## src/rtl/bias_ctrl_seq.sv

```systemverilog
// rtl/bias_ctrl_seq.sv - power-up sequencer, trim shadow and VBIAS gate for the EG1D80V bandgap/bias cell
// Walks OFF -> STARTUP -> SETTLE -> WAIT_VALID -> READY and latches FAULT until the request drops.
module bias_ctrl_seq #(
  parameter int unsigned STARTUP_CYCLES = 64,
  parameter int unsigned SETTLE_CYCLES  = 256,
  parameter int unsigned TIMEOUT_CYCLES = 4096,
  parameter int unsigned CNT_W          = 13,
  parameter logic [3:0]  TRIM_BIAS_RST  = 4'h8,
  parameter logic [4:0]  TRIM_CURV_RST  = 5'h10,
  parameter logic [4:0]  TRIM_VBG_RST   = 5'h10
) (
  input  logic       CLK_I,
  input  logic       RST_I,
  input  logic       REQ_I,
  input  logic       VBIAS_REQ_I,
  input  logic       TRIM_LOAD_I,
  input  logic [3:0] TRIM_BIAS_CFG_I,
  input  logic [4:0] TRIM_CURV_CFG_I,
  input  logic [4:0] TRIM_VBG_CFG_I,
  input  logic       BG_VALID_N_I,
  output logic       EN_O,
  output logic       EN_VBIAS_O,
  output logic       BG_STARTUP_O,
  output logic [3:0] TRIM_BIAS_O,
  output logic [4:0] TRIM_CURV_O,
  output logic [4:0] TRIM_VBG_O,
  output logic       READY_O,
  output logic       FAULT_O,
  output logic [2:0] STATE_O
);

  localparam logic [2:0] S_OFF     = 3'd0;
  localparam logic [2:0] S_STARTUP = 3'd1;
  localparam logic [2:0] S_SETTLE  = 3'd2;
  localparam logic [2:0] S_WAIT    = 3'd3;
  localparam logic [2:0] S_READY   = 3'd4;
  localparam logic [2:0] S_FAULT   = 3'd5;

  localparam logic [CNT_W-1:0] STARTUP_LAST = CNT_W'(STARTUP_CYCLES - 1);
  localparam logic [CNT_W-1:0] SETTLE_LAST  = CNT_W'(SETTLE_CYCLES - 1);
  localparam logic [CNT_W-1:0] TIMEOUT_LAST = CNT_W'(TIMEOUT_CYCLES - 1);
  localparam logic [CNT_W-1:0] CNT_MAX      = '1;

  logic [2:0]       state;
  logic [2:0]       stateNext;
  logic [CNT_W-1:0] cnt;
  logic             trimLoad;
  logic             vldMeta;
  logic             vldNS;
  logic             vldNSPrev;

  // The valid flag comes straight from the analog cell, so it is resynchronised
  // and also delayed one more cycle to filter single-cycle glitches in READY.
  always_ff @(posedge CLK_I or posedge RST_I) begin
    if (RST_I) begin
      vldMeta   <= 1'b1;
      vldNS     <= 1'b1;
      vldNSPrev <= 1'b1;
    end else begin
      vldMeta   <= BG_VALID_N_I;
      vldNS     <= vldMeta;
      vldNSPrev <= vldNS;
    end
  end

  always_comb begin
    stateNext = state;
    trimLoad  = 1'b0;
    if (!REQ_I) begin
      stateNext = S_OFF;
      trimLoad  = TRIM_LOAD_I && ((state == S_OFF) || (state == S_READY));
    end else begin
      case (state)
        S_OFF: begin
          stateNext = S_STARTUP;
          trimLoad  = TRIM_LOAD_I;
        end
        S_STARTUP: if (cnt == STARTUP_LAST) stateNext = S_SETTLE;
        S_SETTLE:  if (cnt == SETTLE_LAST) stateNext = S_WAIT;
        S_WAIT: begin
          if (!vldNS) stateNext = S_READY;
          else if (cnt == TIMEOUT_LAST) stateNext = S_FAULT;
        end
        S_READY: begin
          // New trims move the reference, so the bandgap has to re-qualify.
          if (TRIM_LOAD_I) begin
            stateNext = S_SETTLE;
            trimLoad  = 1'b1;
          end else if (vldNS && vldNSPrev) begin
            stateNext = S_FAULT;
          end
        end
        S_FAULT: stateNext = S_FAULT;
        default: stateNext = S_OFF;
      endcase
    end
  end

  // Outputs are decoded from the next state so they switch on the entry edge.
  always_ff @(posedge CLK_I or posedge RST_I) begin
    if (RST_I) begin
      state        <= S_OFF;
      cnt          <= '0;
      EN_O         <= 1'b0;
      EN_VBIAS_O   <= 1'b0;
      BG_STARTUP_O <= 1'b0;
      READY_O      <= 1'b0;
      FAULT_O      <= 1'b0;
      TRIM_BIAS_O  <= TRIM_BIAS_RST;
      TRIM_CURV_O  <= TRIM_CURV_RST;
      TRIM_VBG_O   <= TRIM_VBG_RST;
    end else begin
      state <= stateNext;
      if (stateNext != state) cnt <= '0;
      else if (cnt != CNT_MAX) cnt <= cnt + 1'b1;
      EN_O         <= (stateNext == S_STARTUP) || (stateNext == S_SETTLE) ||
                      (stateNext == S_WAIT) || (stateNext == S_READY);
      EN_VBIAS_O   <= (stateNext == S_READY) && VBIAS_REQ_I;
      BG_STARTUP_O <= (stateNext == S_STARTUP);
      READY_O      <= (stateNext == S_READY);
      FAULT_O      <= (stateNext == S_FAULT);
      if (trimLoad) begin
        TRIM_BIAS_O <= TRIM_BIAS_CFG_I;
        TRIM_CURV_O <= TRIM_CURV_CFG_I;
        TRIM_VBG_O  <= TRIM_VBG_CFG_I;
      end
    end
  end

  assign STATE_O = state;

endmodule

```

## config.mk

```make
export PLATFORM = sky130hd
export DESIGN_NAME = bias_ctrl_seq
export DESIGN_NICKNAME = d
export VERILOG_FILES = /design/src/rtl/bias_ctrl_seq.sv
export SDC_FILE = /design/constraint.sdc
export NUM_CORES = 1
export LEC_CHECK = 0
export CELL_PAD_IN_SITES_DETAIL_PLACEMENT = 0
export CELL_PAD_IN_SITES_GLOBAL_PLACEMENT = 2
export CORE_ASPECT_RATIO = 0.5
export CORE_MARGIN = 1.5
export CORE_UTILIZATION = 30
export DETAILED_ROUTE_END_ITERATION = 10
export PLACE_DENSITY = 0.82
export SYNTH_ARGS = -nofsm -noshare
export SYNTH_HDL_FRONTEND = slang
export SYNTH_SLANG_ARGS = --single-unit
```

## constraint.sdc

```tcl
create_clock -name CLK_I -period 2.1 [get_ports CLK_I]
set_input_delay 0.525 -clock CLK_I [delete_from_list [all_inputs] [get_ports CLK_I]]
set_output_delay 0.525 -clock CLK_I [all_outputs]
set_load 0.005 [all_outputs]
```

==> impl_metrics.py, run 1 <==
metrics = {
    "outcome": {
        "status": "completed",
    },
    "finish": {
        "syn_to_final_growth_pct": 50.6,
        "fill_cells": 515,
        "finalNonFillerCells": 310,
        "multiInputGateArea_sq_um": 833,
        "nets": 257,
        "seqCellArea_sq_um": 958,
        "drive_above_1_share_pct": 28.7,
        "num_antenna_cells": 0,
    },
    "synthesis": {
        "async_reset_ff_share_pct": 100,
        "synth_compound_area_share_pct": 8.05,
        "synth-simple-area-share_pct": 22.0,
        "synthAdderAreaFrac_pct": 0.688,
        "synth_seq_cells": 38,
        "synthTopCellsByArea": "dfrtp_1, dfstp_2, mux2_2",
        "ys.warnings.count": 0,
        "yosysTopAreaCell": "dfrtp_1",
        "seq_area_frac_synth_pct": 52.7,
        "synth_mux_area_share_pct": 9.22,
        "synth_xor_area_share_pct": 3.85,
        "syn-cell-area_sq_um": 1820,
        "syn-num-nets": 189,
        "synth_edf_count": 0,
        "synth_top_family_by_area": "simple AND/OR/NAND/NOR gates",
        "synth_top_cell_area_share_pct": 44.0,
        "ys_types": 42,
        "syn-mean-instance-area_sq_um": 10.8,
        "ys.flop_type": "dfrtp_1",
        "syn_inst": 168,
    },
    "drt": {
        "drt_first_pass_iters": 4,
        "via_count": 1509,
        "detail_route.iter0.violations": 29,
        "ant_nets": 0,
        "viasPerCell": 4.87,
        "routed_wl_um": 4290,
        "drc": 0,
        "wl_per_cell_um": 13.8,
    },
    "timing": {
        "timing.slew.headroom_pct": 79.4,
        "rsz0062_at_grt": "no",
        "finalClockSkew_ns": 0.00301,
        "fin_ws_ns": 0.142,
        "hold_violations": 0,
        "finalSetupTns_ns": 0,
        "fmax_ghz": 0.511,
        "setup_viol": 0,
        "period_share_pct": 93.3,
        "drv_slew": 0,
        "timing.final.crit_period_ns": 1.96,
        "worst_hold_slack_ns": 0.353,
        "worst_pin_slew_ns": 0.309,
    },
    "global_route": {
        "grt_pass1_vias": 1513,
        "grt_usage_pct": 14.7,
        "grt_pass1_wl_um": 7330,
        "antenna_found_initial": 0,
        "grt_max_degree": 24,
        "overflow": 0,
    },
    "placement": {
        "hpwlAfterDp_um": 3160,
        "globalplace.congestion": 0.816,
        "dp_slack_ns": -0.373,
        "dpl.cell_count": 301,
        "place.port_buffers": 41,
    },
    "worst_setup_path": {
        "worstPathCellList": "ha_1 -> and3_1 -> nand4_1 -> a41oi_1 -> a311oi_1 -> nand3_1 -> buf_6 -> buf_12 -> a21oi_1",
        "crit_path_top_delay_cell": "dfrtp_1",
        "worstSetupStartpointType": "register",
        "critPathMaxFanout": 9,
        "critPathKind": "register to register",
        "r2r-end": "cnt[9]",
        "r2r-start": "cnt[0]",
        "cp_data_arrival_time_ns": 2.17,
        "crit_family": "compound AO/OA/AOI/OAI gates",
        "max_stage_delay_ns": 0.38,
        "cp_num_buf_inv": 2,
        "cp.required_ns": 2.31,
        "ff2ff_setup_slack_ns": 0.14,
        "rr_worst_depth": 9,
        "worst_setup_path_end_kind": "register",
    },
    "flow_run": {
        "cap_violations": 0,
    },
    "min_path": {
        "worstHoldStart": "vldMeta",
        "hold_class": "register to register",
        "hold_end": "vldNS",
        "worstHoldPathCells": 0,
    },
    "cts": {
        "cts_sinks": 38,
        "clk_latency_ns": 0.29,
        "clk_path_buf_depth": 2,
        "cts_tree": "yes",
        "cts_buffers": 5,
        "root_buffer": "clkbuf_16",
        "path_clk_slew_ns": 0.06,
        "cts_max_level": 2,
    },
    "floorplan": {
        "pin_count": 42,
        "rows": 19,
        "coreArea_sq_um": 5660,
        "die_area_sq_um": 6570,
        "die_y_um": 58.1,
        "die_w_um": 113,
        "start_util_pct": 32.2,
    },
    "power_and_ir_drop": {
        "power.leakage_nw": 1.19,
        "ir_worst_vdd_mv": 0.448,
        "p_per_area_nw_per_um2": 887,
        "power.total_mw": 2.43,
    },
}
## kinds of logic (layout without fill, tap and decap cells)
group                      after synthesis  count (layout)
AOI/OAI and AO/OA                       22              22
xor gates and xnor gates                 8               8
adders and majority gates                1               1
buffers and inverters                   12              81
DFF                                     38              38
muxes                                   15              15
and+or+nand+nor                         72              72
## power by group
part	total [mW]	switching [mW]	internal, mW	leakage, nW
clock network	0.993	0.310	0.682	0.0940
registers	0.895	0.0544	0.841	0.476
logic	0.542	0.203	0.339	0.623
total	2.43	0.568	1.86	1.19
## flip-flops by register name, indices dropped and copies added (netlist names)
name          cells
vldNSPrev         1
READY_O           1
EN_VBIAS_O        1
vldMeta           1
EN_O              1
vldNS             1
BG_STARTUP_O      1
TRIM_BIAS_O       4
cnt              13
STATE_O           3
FAULT_O           1
TRIM_VBG_O        5
TRIM_CURV_O       5
## how the worst max path moves through the flow
stage                      from    endpoint  slack, ns  depth (start not counted)
floorplan                cnt[0]      cnt[7]       0.28                          8
global placement          REQ_I  EN_VBIAS_O      -0.35                          7
detailed placement        REQ_I  EN_VBIAS_O      -0.37                          7
CTS                 TRIM_LOAD_I      cnt[9]      0.002                          9
global route             cnt[0]      cnt[9]       0.03                          9
finish                   cnt[0]      cnt[9]       0.14                          9
## stage by stage
stage	util (%)	instance area, sq um
after floorplan	-	1820
after global placement	44.2	2500
after detailed placement	44.2	2500
after CTS	47.9	2710
after global routing	48.4	2740
final	48.4	2740
## what timing repair did
| action | in CTS | in global routing |
|---|---|---|
| hold endpoints to repair | 0 | 0 |
| setup endpoints to repair | 12 | 14 |
| pin swaps | 2 | 1 |
| hold buffers | 0 | 0 |
| buffers inserted | 0 | 1 |
| gates resized for setup | 4 | 6 |
## metal layers
| metal | up-vias | wire length, um | track usage, % |
|---|---|---|---|
| li1 | 737 | - | - |
| met1 | 740 | 2130 | 19.7 |
| met2 | 30 | 1970 | 22.3 |
| met3 | 2 | 150 | 4.81 |
| met4 | 0 | 40 | 5.89 |
| met5 | - | 0 | 0 |
## cell usage after synthesis (all sizes together), types with 2 or more instances
library cell	count
mux2	14
and4	3
and3	6
xor2	7
nor3	7
and2	3
inv	5
a211oi	2
a31oi	4
dfstp	6
a21oi	6
dfrtp	32
clkbuf	2
buf	5
nor2	16
a311oi	2
nor2b	3
nand2b	2
nand4	6
nand3b	2
nand2	11
nand3	8
o21ai	4
## layout make-up
cell class | instances | area share (%)
sequential | 38 | 35.0
multi-input combinational | 118 | 30.4
timing repair buffer | 68 | 23.5
clock buffer | 5 | 4.57
tap | 73 | 3.33
clock inverter | 3 | 2.51
inverter | 5 | 0.685
## cell usage in the layout (no fill, tap or decap), types with 2 or more instances in the layout
cell type / netlist / final
a211oi_1: 2 / 2
a21oi_1: 4 / 3
a21oi_2: 2 / 3
a31oi_1: 4 / 4
and2_1: 3 / 3
and3_1: 5 / 5
and4_1: 3 / 3
buf_12: 0 / 2
buf_4: 0 / 24
bufinv_16: 0 / 2
clkbuf_16: 0 / 5
clkdlybuf4s50_1: 0 / 39
dfrtp_1: 32 / 32
dfstp_2: 6 / 6
inv_1: 5 / 5
mux2_2: 14 / 14
nand2_1: 11 / 11
nand2b_1: 2 / 2
nand3_1: 7 / 7
nand3b_1: 2 / 2
nand4_1: 5 / 5
nor2_1: 16 / 16
nor2b_1: 3 / 3
nor3_1: 6 / 5
nor3_2: 1 / 2
o21ai_0: 3 / 3
xor2_1: 7 / 7
No activity file was read; power rests on OpenSTA's default activity.
==> inputs of run 2 (changes only) <==
- ABC_AREA: unset -> 1
- PLACE_DENSITY: 0.82 -> 0.85
==> run 2 against run 1 <==
Effect of this change:
- fmax is 3.7% higher
- clock skew is 0.0027 ns higher
- critical path depth shrank 8
- clock-buffer cell count increased by 1
- worst setup slack better by 0.071 ns
- largest cell class unchanged
==> impl_metrics.py, run 2 <==
metrics = {
    "synthesis": {
        "syn-cell-area_sq_um": 1860,
        "synth_xor_area_share_pct": 2.36,
        "synthTopCellsByArea": "dfrtp_1, dfstp_2, mux2_2",
        "ys_types": 25,
        "yosysTopAreaCell": "dfrtp_1",
        "syn-mean-instance-area_sq_um": 9.37,
        "synth.most_common_cell": "nand2_1",
        "ys.warnings.count": 0,
        "synth_top_family_by_area": "simple AND/OR/NAND/NOR gates",
        "synth_edf_count": 0,
        "synth-simple-area-share_pct": 26.4,
        "synth_top_cell_area_share_pct": 43.2,
        "syn_inst": 198,
        "ys.flop_type": "dfrtp_1",
        "synth_compound_area_share_pct": 2.83,
        "seq_area_frac_synth_pct": 51.7,
        "synth_common_cells": "nand2_1, dfrtp_1, inv_1, nor2_1, mux2_2",
        "synth_mux_area_share_pct": 8.50,
        "synth_seq_cells": 38,
        "syn-num-nets": 219,
        "async_reset_ff_share_pct": 100,
        "synthAdderAreaFrac_pct": 0.674,
    },
    "global_route": {
        "grt_usage_pct": 13.0,
        "grt_max_degree": 39,
        "antenna_found_initial": 0,
        "grt_pass1_wl_um": 6620,
        "grt_pass1_vias": 1366,
        "overflow": 0,
    },
    "drt": {
        "detail_route.iter0.violations": 55,
        "drc": 0,
        "ant_nets": 0,
        "drt_first_pass_iters": 4,
        "wl_per_cell_um": 11.7,
        "via_count": 1428,
        "viasPerCell": 4.29,
        "routed_wl_um": 3900,
    },
    "finish": {
        "top_register": "cnt",
        "reg_top3": "cnt x13, TRIM_CURV_O x5, TRIM_VBG_O x5",
        "finalNonFillerCells": 333,
        "layout_common_cells": "clkdlybuf4s50_1, nand2_1, dfrtp_1, inv_1, nor2_1",
        "final_common_cell": "clkdlybuf4s50_1",
        "nets": 269,
        "largest_register_ffs": 13,
        "drive_above_1_share_pct": 24.1,
        "post-route-cell-area_sq_um": 2600,
        "syn_to_final_growth_pct": 39.9,
        "num_antenna_cells": 0,
    },
    "cts": {
        "root_buffer": "clkbuf_16",
        "cts_buffers": 5,
        "cts_resized": 0,
        "cts_sinks": 38,
        "clk_latency_ns": 0.28,
        "cts_max_level": 2,
        "path_clk_slew_ns": 0.06,
        "clk_path_buf_depth": 2,
        "cts_tree": "yes",
        "ctsHoldBuffers": 0,
        "post_cts_buffers": 0,
    },
    "worst_setup_path": {
        "critPathMaxFanout": 9,
        "crit_family": "buffers and inverters",
        "cp_data_arrival_time_ns": 1.36,
        "crit_path_top_delay_cell": "clkdlybuf4s50_1",
        "worst_setup_path_end_kind": "output pin",
        "worstPathCellList": "clkdlybuf4s50_1",
        "max_stage_delay_ns": 0.57,
        "cp.required_ns": 1.57,
        "worstSetupStartpointType": "register",
        "critPathKind": "register to output pin",
        "cp_num_buf_inv": 1,
    },
    "floorplan": {
        "start_util_pct": 32.4,
        "die_w_um": 114,
        "pin_count": 42,
        "die_area_sq_um": 6690,
        "die_y_um": 58.6,
        "coreArea_sq_um": 5730,
        "rows": 19,
    },
    "placement": {
        "globalplace.congestion": 0.797,
        "hpwlAfterDp_um": 2870,
        "place.port_buffers": 41,
        "dpl-instance-area_sq_um": 2400,
        "dpl.cell_count": 325,
        "dp_slack_ns": 0.0198,
    },
    "timing": {
        "period_share_pct": 89.9,
        "timing.final.crit_period_ns": 1.89,
        "rsz0062_at_grt": "no",
        "fin_ws_ns": 0.212,
        "timing.slew.headroom_pct": 68.5,
        "worst_pin_slew_ns": 0.472,
        "finalClockSkew_ns": 0.00572,
        "drv_slew": 0,
        "setup_viol": 0,
        "finalSetupTns_ns": 0,
        "hold_violations": 0,
        "fmax_ghz": 0.530,
    },
    "power_and_ir_drop": {
        "p_seq_share_pct": 39.3,
        "combinationalPowerShare_pct": 14.7,
        "power.leakage_nw": 1.17,
        "clkPwrFrac_pct": 46.0,
        "power.total_mw": 2.15,
        "ir_worst_vdd_mv": 0.431,
        "p_int_mw": 1.71,
        "swShare_pct": 20.2,
        "p_per_area_nw_per_um2": 826,
        "p_switching_uw": 432,
    },
    "outcome": {
        "status": "completed",
    },
    "min_path": {
        "hold_class": "register to register",
    },
    "flow_run": {
        "cap_violations": 0,
    },
}
## run 2: cells by family (layout without fill, tap and decap cells)
| logic type | Yosys count | after routing |
|---|---|---|
| buffers and inverters | 34 | 85 |
| AND/OR/NAND/NOR | 97 | 97 |
| XOR/XNOR | 5 | 5 |
| AO/OA/AOI/OAI | 9 | 9 |
| adder cells (fa/ha/maj) | 1 | 1 |
| flip-flops | 38 | 38 |
| multiplexers | 14 | 14 |
## run 2: final timing paths
check                            from             end  slack [ns]  cells past startpoint
max in group asynchronous       RST_I  TRIM_CURV_O[4]        1.09                      3
min reg2reg                   vldMeta           vldNS        0.36                      0
min                           vldMeta           vldNS        0.36                      0
min in group asynchronous       RST_I            EN_O        0.66                      3
max                        STATE_O[0]      STATE_O[0]        0.21                      1
max reg2reg                    cnt[1]            EN_O        0.27                     12
## run 2: layer usage
metal | up-vias | routed length (um) | global-route usage (%)
met5 | - | 0 | 0
met3 | 2 | 148 | 2.99
met1 | 673 | 1830 | 16.9
met4 | 0 | 34 | 5.36
met2 | 29 | 1880 | 21.3
li1 | 724 | - | -
## run 2: stage by stage
stage	utilization, %	hold slack, ns
finish	45.3	0.355
CTS	45.3	0.358
floorplan	-	0.345
global route	45.3	0.364
global placement	41.8	0.348
detailed placement	41.8	0.350
## run 2: area by class of cell
type                    instances  area, sq um
inverters                      31          116
fillers                       547         3130
flip-flops and latches         38          958
multi-input cells             126          757
clock inverters                 2         60.1
repair buffers                 46          460
well taps                      84          105
clock buffers                   6          139
## run 2: power by group through the flow
stage	clock network, mW	logic, mW	registers, mW
after floorplan	0	0.140	0.853
after global placement	0	0.312	0.852
after detailed placement	0	0.319	0.856
after CTS	1.01	0.321	0.844
after global routing	1.06	0.347	0.852
final	0.986	0.315	0.844
